`src/rtl/prog_pkg.sv`:
```
// Shared types and constants for the program loader: FSM states, error classes and
// memory sizing helpers.
package prog_pkg;

    typedef enum logic [2:0] {
        IDLE,
        LEN,
        DATA,
        CSUM,
        DONE,
        ERR
    } loader_state_t;

    localparam logic [1:0] ERR_NONE    = 2'd0;
    localparam logic [1:0] ERR_LEN     = 2'd1;
    localparam logic [1:0] ERR_CSUM    = 2'd2;
    localparam logic [1:0] ERR_TIMEOUT = 2'd3;

    localparam int unsigned DEFAULT_ADDR_W = 8;
    localparam int unsigned MEM_BYTES      = 2 ** DEFAULT_ADDR_W;

    function automatic int unsigned mem_bytes(input int unsigned addr_w);
        return 32'd1 << addr_w;
    endfunction

endpackage

```
`src/rtl/program_loader_if.sv`:
```
// Byte stream (valid/ready) into the loader and the instruction-memory write port out of it.
interface program_loader_if #(
    parameter int unsigned ADDR_W = 8
);
    logic [7:0]        byte_data;
    logic              byte_valid;
    logic              byte_ready;
    logic              we;
    logic [ADDR_W-1:0] waddr;
    logic [7:0]        wdata;

    modport master (
        output byte_data, byte_valid,
        input  byte_ready, we, waddr, wdata
    );

    modport slave (
        input  byte_data, byte_valid,
        output byte_ready, we, waddr, wdata
    );
endinterface

```
`src/rtl/program_loader.sv`:
```
// Loads a framed program image (length, payload, checksum) into instruction memory while
// holding the CPU in reset; reports success or the error class.
module program_loader
    import prog_pkg::*;
#(
    parameter int unsigned ADDR_W    = 8,
    parameter int unsigned BASE_ADDR = 0,
    parameter int unsigned TIMEOUT   = 1024
) (
    input  logic             clk_i,
    input  logic             rst_i,
    input  logic             start_i,
    program_loader_if.slave  bus,
    output logic             cpu_hold_o,
    output logic             done_o,
    output logic             error_o,
    output logic [1:0]       error_code_o
);

    localparam int unsigned MemBytes = mem_bytes(ADDR_W);
    localparam int unsigned IdleW    = $clog2(TIMEOUT);

    loader_state_t     state_q, state_d;
    logic [7:0]        sum_q, sum_d;
    logic [7:0]        rem_q, rem_d;
    logic [ADDR_W-1:0] ptr_q, ptr_d;
    logic [IdleW-1:0]  idle_q, idle_d;
    logic              ready_q, ready_d;
    logic              we_q, we_d;
    logic [ADDR_W-1:0] waddr_q, waddr_d;
    logic [7:0]        wdata_q, wdata_d;
    logic              hold_q, hold_d;
    logic              done_q, done_d;
    logic              err_q, err_d;
    logic [1:0]        code_q, code_d;
    logic              accept;

    assign accept = bus.byte_valid && ready_q;

    always_comb begin
        state_d = state_q;
        sum_d   = sum_q;
        rem_d   = rem_q;
        ptr_d   = ptr_q;
        idle_d  = idle_q;
        we_d    = 1'b0;
        waddr_d = waddr_q;
        wdata_d = wdata_q;
        hold_d  = hold_q;
        done_d  = done_q;
        err_d   = err_q;
        code_d  = code_q;

        unique case (state_q)
            IDLE, DONE, ERR: begin
                if (start_i) begin
                    state_d = LEN;
                    hold_d  = 1'b1;
                    done_d  = 1'b0;
                    err_d   = 1'b0;
                    code_d  = ERR_NONE;
                    sum_d   = 8'd0;
                    rem_d   = 8'd0;
                    idle_d  = '0;
                    ptr_d   = ADDR_W'(BASE_ADDR);
                end
            end
            LEN, DATA, CSUM: begin
                if (accept) begin
                    idle_d = '0;
                    sum_d  = sum_q + bus.byte_data;
                    if (state_q == LEN) begin
                        rem_d = bus.byte_data;
                        if (bus.byte_data == 8'd0 ||
                            BASE_ADDR + 32'(bus.byte_data) > MemBytes) begin
                            state_d = ERR;
                            err_d   = 1'b1;
                            code_d  = ERR_LEN;
                        end else begin
                            state_d = DATA;
                        end
                    end else if (state_q == DATA) begin
                        we_d    = 1'b1;
                        waddr_d = ptr_q;
                        wdata_d = bus.byte_data;
                        ptr_d   = ptr_q + 1'b1;
                        rem_d   = rem_q - 8'd1;
                        if (rem_q == 8'd1) begin
                            state_d = CSUM;
                        end
                    end else if (sum_q + bus.byte_data == 8'd0) begin
                        state_d = DONE;
                        done_d  = 1'b1;
                        hold_d  = 1'b0;
                    end else begin
                        state_d = ERR;
                        err_d   = 1'b1;
                        code_d  = ERR_CSUM;
                    end
                end else if (idle_q == IdleW'(TIMEOUT - 1)) begin
                    // Counter reaches TIMEOUT on this edge; a same-cycle accept takes priority.
                    state_d = ERR;
                    err_d   = 1'b1;
                    code_d  = ERR_TIMEOUT;
                end else begin
                    idle_d = idle_q + 1'b1;
                end
            end
            default: state_d = IDLE;
        endcase

        ready_d = (state_d == LEN) || (state_d == DATA) || (state_d == CSUM);
    end

    always_ff @(posedge clk_i) begin
        if (rst_i) begin
            state_q <= IDLE;
            sum_q   <= 8'd0;
            rem_q   <= 8'd0;
            ptr_q   <= '0;
            idle_q  <= '0;
            ready_q <= 1'b0;
            we_q    <= 1'b0;
            waddr_q <= '0;
            wdata_q <= 8'd0;
            hold_q  <= 1'b0;
            done_q  <= 1'b0;
            err_q   <= 1'b0;
            code_q  <= ERR_NONE;
        end else begin
            state_q <= state_d;
            sum_q   <= sum_d;
            rem_q   <= rem_d;
            ptr_q   <= ptr_d;
            idle_q  <= idle_d;
            ready_q <= ready_d;
            we_q    <= we_d;
            waddr_q <= waddr_d;
            wdata_q <= wdata_d;
            hold_q  <= hold_d;
            done_q  <= done_d;
            err_q   <= err_d;
            code_q  <= code_d;
        end
    end

    assign bus.byte_ready = ready_q;
    assign bus.we         = we_q;
    assign bus.waddr      = waddr_q;
    assign bus.wdata      = wdata_q;
    assign cpu_hold_o     = hold_q;
    assign done_o         = done_q;
    assign error_o        = err_q;
    assign error_code_o   = code_q;

endmodule

```
`src/flat_wrapper.sv`:
```
// flat-port wrapper written by rule: the top's interface ports become plain ports
module program_loader_flat import prog_pkg::*;
#(
    parameter int unsigned ADDR_W    = 8,
    parameter int unsigned BASE_ADDR = 0,
    parameter int unsigned TIMEOUT   = 1024
)
  (clk_i, rst_i, start_i, cpu_hold_o, done_o, error_o, error_code_o, bus_byte_data, bus_byte_valid, bus_byte_ready, bus_we, bus_waddr, bus_wdata);
  program_loader_if #(.ADDR_W(ADDR_W)) bus_i ();
  input  logic clk_i;
  input  logic rst_i;
  input  logic start_i;
  output logic cpu_hold_o;
  output logic done_o;
  output logic error_o;
  output logic [1:0] error_code_o;
  input wire logic [$bits(bus_i.byte_data)-1:0] bus_byte_data;
  input wire logic [$bits(bus_i.byte_valid)-1:0] bus_byte_valid;
  output wire logic [$bits(bus_i.byte_ready)-1:0] bus_byte_ready;
  output wire logic [$bits(bus_i.we)-1:0] bus_we;
  output wire logic [$bits(bus_i.waddr)-1:0] bus_waddr;
  output wire logic [$bits(bus_i.wdata)-1:0] bus_wdata;
  assign bus_i.byte_data = bus_byte_data;
  assign bus_i.byte_valid = bus_byte_valid;
  assign bus_byte_ready = bus_i.byte_ready;
  assign bus_we = bus_i.we;
  assign bus_waddr = bus_i.waddr;
  assign bus_wdata = bus_i.wdata;
  program_loader #(.ADDR_W(ADDR_W), .BASE_ADDR(BASE_ADDR), .TIMEOUT(TIMEOUT)) u_core (.clk_i(clk_i), .rst_i(rst_i), .start_i(start_i), .bus(bus_i), .cpu_hold_o(cpu_hold_o), .done_o(done_o), .error_o(error_o), .error_code_o(error_code_o));
endmodule
```
`config.mk`:
```
export PLATFORM = sky130hd
export DESIGN_NAME = program_loader_flat
export DESIGN_NICKNAME = d
export VERILOG_FILES = /design/src/rtl/prog_pkg.sv /design/src/rtl/program_loader_if.sv /design/src/rtl/program_loader.sv /design/src/flat_wrapper.sv
export SDC_FILE = /design/constraint.sdc
export NUM_CORES = 1
export LEC_CHECK = 0
export CAP_MARGIN = 0
export CORE_ASPECT_RATIO = 1.5
export CORE_MARGIN = 2
export CORE_UTILIZATION = 58
export CTS_BUF_LIST = sky130_fd_sc_hd__clkbuf_2 sky130_fd_sc_hd__clkbuf_4 sky130_fd_sc_hd__clkbuf_8
export CTS_CLUSTER_DIAMETER = 60
export DETAILED_ROUTE_END_ITERATION = 10
export GPL_TIMING_DRIVEN = 0
export PLACE_DENSITY = 0.84
export SYNTH_ARGS = -nofsm -noshare
export SYNTH_HDL_FRONTEND = slang
export SYNTH_SLANG_ARGS = --single-unit
```
`constraint.sdc`:
```
create_clock -name clk_i -period 3.1 [get_ports clk_i]
set_clock_uncertainty 0.05 [all_clocks]
set_input_delay 0.62 -clock clk_i [delete_from_list [all_inputs] [get_ports clk_i]]
set_output_delay 0.62 -clock clk_i [all_outputs]
set_load 0.005 [all_outputs]
```
# Word-level counts from Yosys, hierarchy flattened
# Cells that the tools add are included.
word_totals:
  ff_bits: 60
  output_inout_bits: 23
  elab_cells: 113
op_classes:
  add_sub_neg: 4
  magnitude_cmp: 1
  eq_ne: 22
  muxes: 52
  n_bitwise: 3
  n_reduce_logical: 18
op_table:
  columns: ["op", "count"]
  rows:
  - ["$mux 8", 8]
  - ["$pmux 8 s2", 3]
  - ["$mux 10", 3]
  - ["$mux 3", 7]
  - ["$pmux 10 s2", 1]
  - ["$mux 1", 18]
  - ["$logic_not 8->1", 2]
  - ["$mux 2", 7]
  - ["$eq 3x2->1 const B", 4]
  - ["$ne 4x4->1 const B", 3]
  - ["$reduce_and 6->1", 2]
  - ["$add 10x1->10 const B", 1]
  - ["$eq 10x10->1 const B", 1]
  - ["$gt 8x9->1 const B", 1]
  - ["$add 8x1->8 const B", 1]
  - ["$add 8x8->8", 1]
  - ["$eq 8x1->1 const B", 1]
  - ["$reduce_and 4->1", 2]
  - ["$sub 8x1->8 const B", 1]
  - ["$eq 3x1->1 const B", 2]
  - ["$eq 3x3->1 const B", 2]
  - ["$ne 2x1->1 const B", 3]
  - ["$ne 2x2->1 const B", 3]
  - ["$ne 3x1->1 const B", 2]
  - ["other kinds (13)", 21]

# Longest topological paths before layout
# Gate-level depths: netlist of the first run.
logic_depth:
  word_depth: 10
  mapped_depth: 9
  depth_no_buf: 9

# Worst setup path after synthesis of the first run
# OpenSTA, ideal clock, no wires.
synth_timing:
  path_kind: "input-to-reg"
  start: "input port bus_byte_data[0]"
  end: "register u_core.err_q (netlist: u_core.error_o)"
  t_arrival_ps: 2504
  t_required_ps: 2931
  path_slack_ps: 427
  cell_stages: 9
  path_buffers: 0
  cell_sequence: "ha_1 -> inv_1 -> fa_1 -> or2b_1 -> a21oi_1 -> mux2i_1 -> o211ai_2 -> o41a_4 -> mux2i_1"
synth_via:
  elab_chain_len: 4
  word_cells_on_any_way: 8
  cone_classes: "add/sub (1); order compare (1); eq/ne (2); reduce/logical (4)"
synth_lines:
  columns: ["element", "line", "text"]
  rows:
  - ["start, declared", "flat_wrapper.sv:17", "input wire logic [$bits(bus_i.byte_data)-1:0] bus_byte_data;"]
  - ["$add 8x8->8 (tied with other cells)", "program_loader.sv:91", "end else if (sum_q + bus.byte_data == 8'd0) begin"]
  - ["$logic_not 8->1 / $logic_or 1x1->1 (equally long branches)", "program_loader.sv:91, program_loader.sv:74", null]
  - ["$ne 4x4->1 (no source line)", null, null]
  - ["$reduce_and 6->1 (no source line) *", null, null]
  - ["end signal, assigned", "program_loader.sv:142", "err_q <= err_d;"]
  - ["end, declared", "program_loader.sv:34", "logic err_q, err_d;"]
# Mark *: on every way between the ends. The rest lies on a longest branch, timed or not.
# A chain may end at the register's enable or synchronous reset.

# Worst setup path after layout of the first run
# Ends and elaborated chain as after synthesis.

==> results.cfg, run 1 <==
[yosys]
yosys.area_share.adder_pct = 4.91
ys.warnings.count = 0
ys.flop_type = dfxtp_1
synth_cell_types = 65
yosysTopAreaCell = dfxtp_1
synth_top_area_share_pct = 37.4
yosys.area_share.simple_pct = 26.8
yosysSeqAreaShare_pct = 37.4
synth-edff-count = 0
synthMuxAreaShare_pct = 1.56
synth_cells = 396
synth_area_leaders = dfxtp_1 37%, a21oi_1 7.2%, nand2_1 6.8%, nor2_1 5.4%, ha_1 4.3%
synth_nets = 420
synth_seq_cells = 60
synth.avg_cell_area_um2 = 8.10
synth-xor-area-share_pct = 5.19
synthArstFlopShare_pct = 0
syn_area_mm2 = 0.00321
synth_compound_area_share_pct = 20.1
synth_top_family_by_area = simple AND/OR/NAND/NOR gates

[cells_and_area]
areaGrowthSynthToFinish_pct = 19.1
layout_common_cells = 60 x dfxtp_1, 58 x nand2_1, 46 x nor2_1, 46 x a21oi_1, 31 x clkdlybuf4s50_1
multi_input_area_mm2 = 0.00188
antenna_cells = 0
fill_cells = 443
regArea_mm2 = 0.00120
fin_nets = 465
final_common_cell = dfxtp_1
stdcell_count = 515
drive_gt1_share_pct = 10.6

[clock_tree]
clock-root-buffer = clkbuf_8
cts_tree = done
clock-sinks = 60
cts_made_buffers = 9
clk_latency_ns = 0.34
holdBufCountCts = 0
clk_pin_slew_ns = 0.07
clockBufferDepth = 2
htree_levels = 3

[critical_path]
arrival_ns = 3.15
worst_path_most_repeated_cell = mux2i_1
critPathLaunchType = input port
critPathMaxStageDelay_ns = 0.42
cp.buffers_inverters = 2
path_cells = dlygate4sd2_1 -> ha_1 -> inv_1 -> fa_1 -> or2b_1 -> a21oi_1 -> mux2i_1 -> o211ai_2 -> o41a_4 -> mux2i_1
path_max_fanout = 5
critPathTopFamily = compound AO/OA/AOI/OAI gates
worstPathRequired_ns = 3.27
end_kind = register
path_class = in2reg
cpMaxStageDelayCell = o41a_4

[global_route]
antenna_found_initial = 0
grt_pass1_vias = 2943
grt_max_degree = 11
grt-ovfl-total = 0
grt_pass1_wl_um = 13300
track_usage_pct = 28.2

[floorplanning]
core_area_mm2 = 0.00541
initial_core_util_pct = 59.3
die_h_um = 95.1
boundaryPins = 35
die_x_um = 64.7
num_rows = 33
die_area_mm2 = 0.00615

[power]
powerDensity_mw_per_mm2 = 472
p_leak_nw = 1.36
ir_drop_v = 0.000423

[sta]
max_slew_margin_pct = 55.6
finalHoldViolCount = 0
rsz0062_at_grt = false
finalCritPeriodShare_pct = 96.1
finalSetupViolations = 0
post-route-min-period_ns = 2.98
drv_slew = 0
layout_setup_ws_ns = 0.121
fmax_mhz = 336
worstMarginPinSlew_ns = 0.666

[detailed_routing]
num_vias = 3030
firstDrtPassIters = 5
vias_per_cell = 5.88
ant_nets = 0
first_iter_violations = 170
drc = 0
wl_per_cell_um = 15.8
wl_um = 8140

[place]
io_buffers = 33
pre_cts_slack_ns = -0.471
place.detailed.hpwl_um = 6020
place_inst = 499
place_congestion = 0.913

[worst_hold_path]
hp-class = reg2reg

[run]
cap_violations = 0

[outcome]
status = completed
==> final cells by class <==
class / count / area share (%)
flip-flops and latches: 60 / 31.4
inverters: 8 / 0.786
repair buffers: 34 / 8.78
clock buffers: 10 / 3.60
multi-input cells: 309 / 49.2
clock inverters: 5 / 1.38
well taps: 70 / 2.29
plain buffers: 19 / 2.55
==> logic make-up (layout without fill, tap and decap cells) <==
group | after synthesis | count (layout)
mux | 5 | 5
simple gates | 176 | 176
xor+xnor | 19 | 19
fa+ha+maj | 12 | 12
flops | 60 | 60
compound gates | 97 | 97
buf+inv | 27 | 76
==> timing repair <==
item / 4_1_cts / 5_1_grt
endpoints found under the setup margin: 5 / 1
pin swaps: 0 / 1
resized for setup: 2 / 0
hold endpoints to repair: 0 / 0
buffers inserted: 1 / 0
==> cell usage after synthesis (all sizes together) (4+ instances only) <==
cell type and instances:
dfxtp 60, nand2 60, nor2 49, a21oi 48, nand3 14, nor3 13, o21ai 13, ha 11
buf 10, xor2 10, clkbuf 9, xnor2 9, inv 8, nand2b 8, a22oi 5, mux2i 5
nand4 5, a21o 4, nand3b 4, nor2b 4
==> state kept, by name (all words and copies together) (netlist names) <==
| register | cells |
|---|---|
| u_core.idle_q | 10 |
| u_core.bus.waddr | 8 |
| u_core.bus.wdata | 8 |
| u_core.ptr_q | 8 |
| u_core.rem_q | 8 |
| u_core.sum_q | 8 |
| u_core.state_q | 3 |
| u_core.error_code_o | 2 |
| u_core.bus.byte_ready | 1 |
| u_core.bus.we | 1 |
| u_core.cpu_hold_o | 1 |
| u_core.done_o | 1 |
| u_core.error_o | 1 |
==> power by group <==
part           switching (mW)  internal (mW)  total (mW)
clock                   0.300          0.384       0.684
combinational           0.188          0.122       0.309
sequential             0.0183          0.793       0.811
==> stage by stage <==
stage          area (um2)  TNS, ns  total power, mW  hold slack [ns]  utilization (%)
5_1_grt              3820        0             1.87            0.426             70.6
3_3_place_gp         3630    -2.66             1.12            0.381             67.0
4_1_cts              3820        0             1.81            0.405             70.6
3_5_place_dp         3630    -2.88             1.13            0.396             67.0
2_1_floorplan        3210        0             1.04            0.386                -
6_report             3820        0             1.80            0.402             70.6
==> worst paths after layout <==
kind	startpoint	endpoint	slack, ns	depth (start not counted)
min	u_core.bus.wdata[7]	u_core.bus.wdata[7]	0.40	2
max	bus_byte_data[0]	u_core.error_o	0.12	10
min reg2reg	u_core.bus.wdata[7]	u_core.bus.wdata[7]	0.40	2
max reg2reg	u_core.sum_q[0]	u_core.error_o	0.45	9
==> layer usage <==
layer  share of wire [%]  global-route usage (%)  vias up
li1                    -                       -     1477
met1                  39                    30.6     1447
met2                  53                    51.9       87
met3                 4.2                    3.66       19
met4                 3.1                    16.1        0
met5                   0                       0        -
==> tightest hold or removal path: cells and delay by family (launching register included) <==
| kind | cells | cell delay (ns) |
|---|---|---|
| AOI/OAI and AO/OA | 1 | 0.05 |
| DFF | 1 | 0.31 |
| and+or+nand+nor | 1 | 0.05 |
Power figures use the tool's default switching activity.
==> run 2: changes to the inputs <==
CORE_UTILIZATION = 35   (was 58)
PLACE_DENSITY = 0.56   (was 0.84)
==> run 2 against run 1 <==
Sequential power hardly changed. Die area is 62% higher. Register-to-register slack worse by 0.05 ns. Critical path depth is 2 lower. Total power is 0.67% higher. Critical endpoint unchanged. Maximum frequency is 1.5% higher. Clock-buffer cell count is 1 higher. Largest cell class unchanged. Sequential share of layout area is 0.33 points lower. Largest power group unchanged. First-iteration DRC count is 32% lower. Worst hold slack hardly changed. Global-route usage is 9.6 points lower.
==> results.cfg, run 2 (synthesis results as in run 1) <==
[clock_tree]
cts_made_buffers = 9
clockBufferDepth = 2
clock-sinks = 60
postCtsSetupRepairBufs = 0
clock-root-buffer = clkbuf_8
clk_latency_ns = 0.36
cts_tree = done
clk_pin_slew_ns = 0.07
htree_levels = 3

[sta]
rsz0062_at_grt = false
hold_ws_ns = 0.402
fmax_mhz = 341
layout_setup_ws_ns = 0.165
finalCritPeriodShare_pct = 94.7
finalSetupViolations = 0
tns_ns = 0
drv_slew = 0
finalHoldViolCount = 0
post-route-min-period_ns = 2.94
worstMarginPinSlew_ns = 0.610
max_slew_margin_pct = 59.4

[floorplanning]
die_h_um = 121
num_rows = 42
die_x_um = 82.2
boundaryPins = 35
die_area_mm2 = 0.00996
core_area_mm2 = 0.00888
initial_core_util_pct = 36.1

[critical_path]
worstPathRequired_ns = 3.29
path_class = in2reg
critPathLaunchType = input port
path_max_fanout = 5
arrival_ns = 3.13
end_kind = register

[detailed_routing]
firstDrtPassIters = 4
wl_um = 8440
vias_per_cell = 5.17
first_iter_violations = 115
drc = 0
num_vias = 2869
wl_per_cell_um = 15.2
ant_nets = 0

[outcome]
status = completed

[power]
p_total_mw = 1.82
ir_drop_v = 0.000211
p_leak_nw = 1.35
powerDensity_mw_per_mm2 = 470

[cells_and_area]
layout_common_cells = 60 x dfxtp_1, 58 x nand2_1, 46 x nor2_1, 46 x a21oi_1, 31 x clkdlybuf4s50_1
stdcell_count = 555
stdcell_area_mm2 = 0.00386
drive_gt1_share_pct = 10.8
antenna_cells = 0
largest_reg_flops = 10
fin_nets = 464
final_common_cell = dfxtp_1
regMostFlops = u_core.idle_q
fin_util_pct = 43.5
areaGrowthSynthToFinish_pct = 20.4

[global_route]
grt_max_degree = 11
antenna_found_initial = 0
grt_util_met3_pct = 2.83
grt_pass1_wl_um = 13600
grt-ovfl-total = 0
grt_pass1_vias = 2769
grtUsageMet1_pct = 20.6
busiest_layer = met2
track_usage_pct = 18.6
use_met2_pct = 33.1

[place]
io_buffers = 33
pre_cts_slack_ns = -0.518
place_congestion = 0.799
place_inst = 539
post_dp_cell_area_mm2 = 0.00368
place.detailed.hpwl_um = 6430

[run]
cap_violations = 0

[worst_hold_path]
hp-class = reg2reg
-- run 2: changes by cell type in the layout (fill, tap and decap cells not counted), sizes merged --
cell	before	now
buf	11	10
clkbuf	19	21
dlygate4sd2	2	1
-- run 2: critical path, stage by stage --
cell and delay [ns]:
clkdlybuf4s50_1 0.53, ha_1 0.43, or2b_1 0.26, a21oi_1 0.22, mux2i_1 0.28, o211ai_2 0.23, o41a_4 0.42, mux2i_1 0.13
-- run 2: layer usage --
| layer | wire length [um] | part of all wire (%) | vias to the layer above |
|---|---|---|---|
| met3 | 271 | 3.2 | 11 |
| met1 | 3550 | 42 | 1338 |
| met4 | 201 | 2.4 | 0 |
| met2 | 4410 | 52 | 47 |
| met5 | 0 | 0 | - |
| li1 | - | - | 1473 |
-- run 2: power by group --
part	total (mW)	internal, mW	switching (mW)
Combinational	0.305	0.120	0.184
Sequential	0.810	0.793	0.0175
Clock	0.701	0.384	0.317
Total	1.82	1.30	0.519
-- run 2: final cells by class --
class                      instances  area, um2
sequential                        60       1200
fill                             922       5020
timing repair buffer              33        324
multi-input combinational        309       1880
tap                              110        138
buffer                            19       97.6
clock inverter                     5       52.6
clock buffer                      11        139
inverter                           8       30.0
-- run 2: final timing paths --
| path | slack (ns) | start | cells past startpoint | endpoint |
|---|---|---|---|---|
| setup / recovery | 0.16 | bus_byte_data[2] | 8 | u_core.error_o |
| hold / removal | 0.40 | u_core.done_o | 2 | u_core.done_o |
| setup reg to reg | 0.40 | u_core.sum_q[0] | 9 | u_core.error_o |
| hold reg to reg | 0.40 | u_core.done_o | 2 | u_core.done_o |
-- run 2: timing repair --
item,4_1_cts,5_1_grt
hold buffers,0,0
resized for setup,2,2
setup endpoints to repair,6,4
==> run 3: changes to the inputs <==
CAP_MARGIN = not set   (was 0)
==> results of run 3 <==
Same layout as run 2: the final DEF is identical, and so are final timing and power.
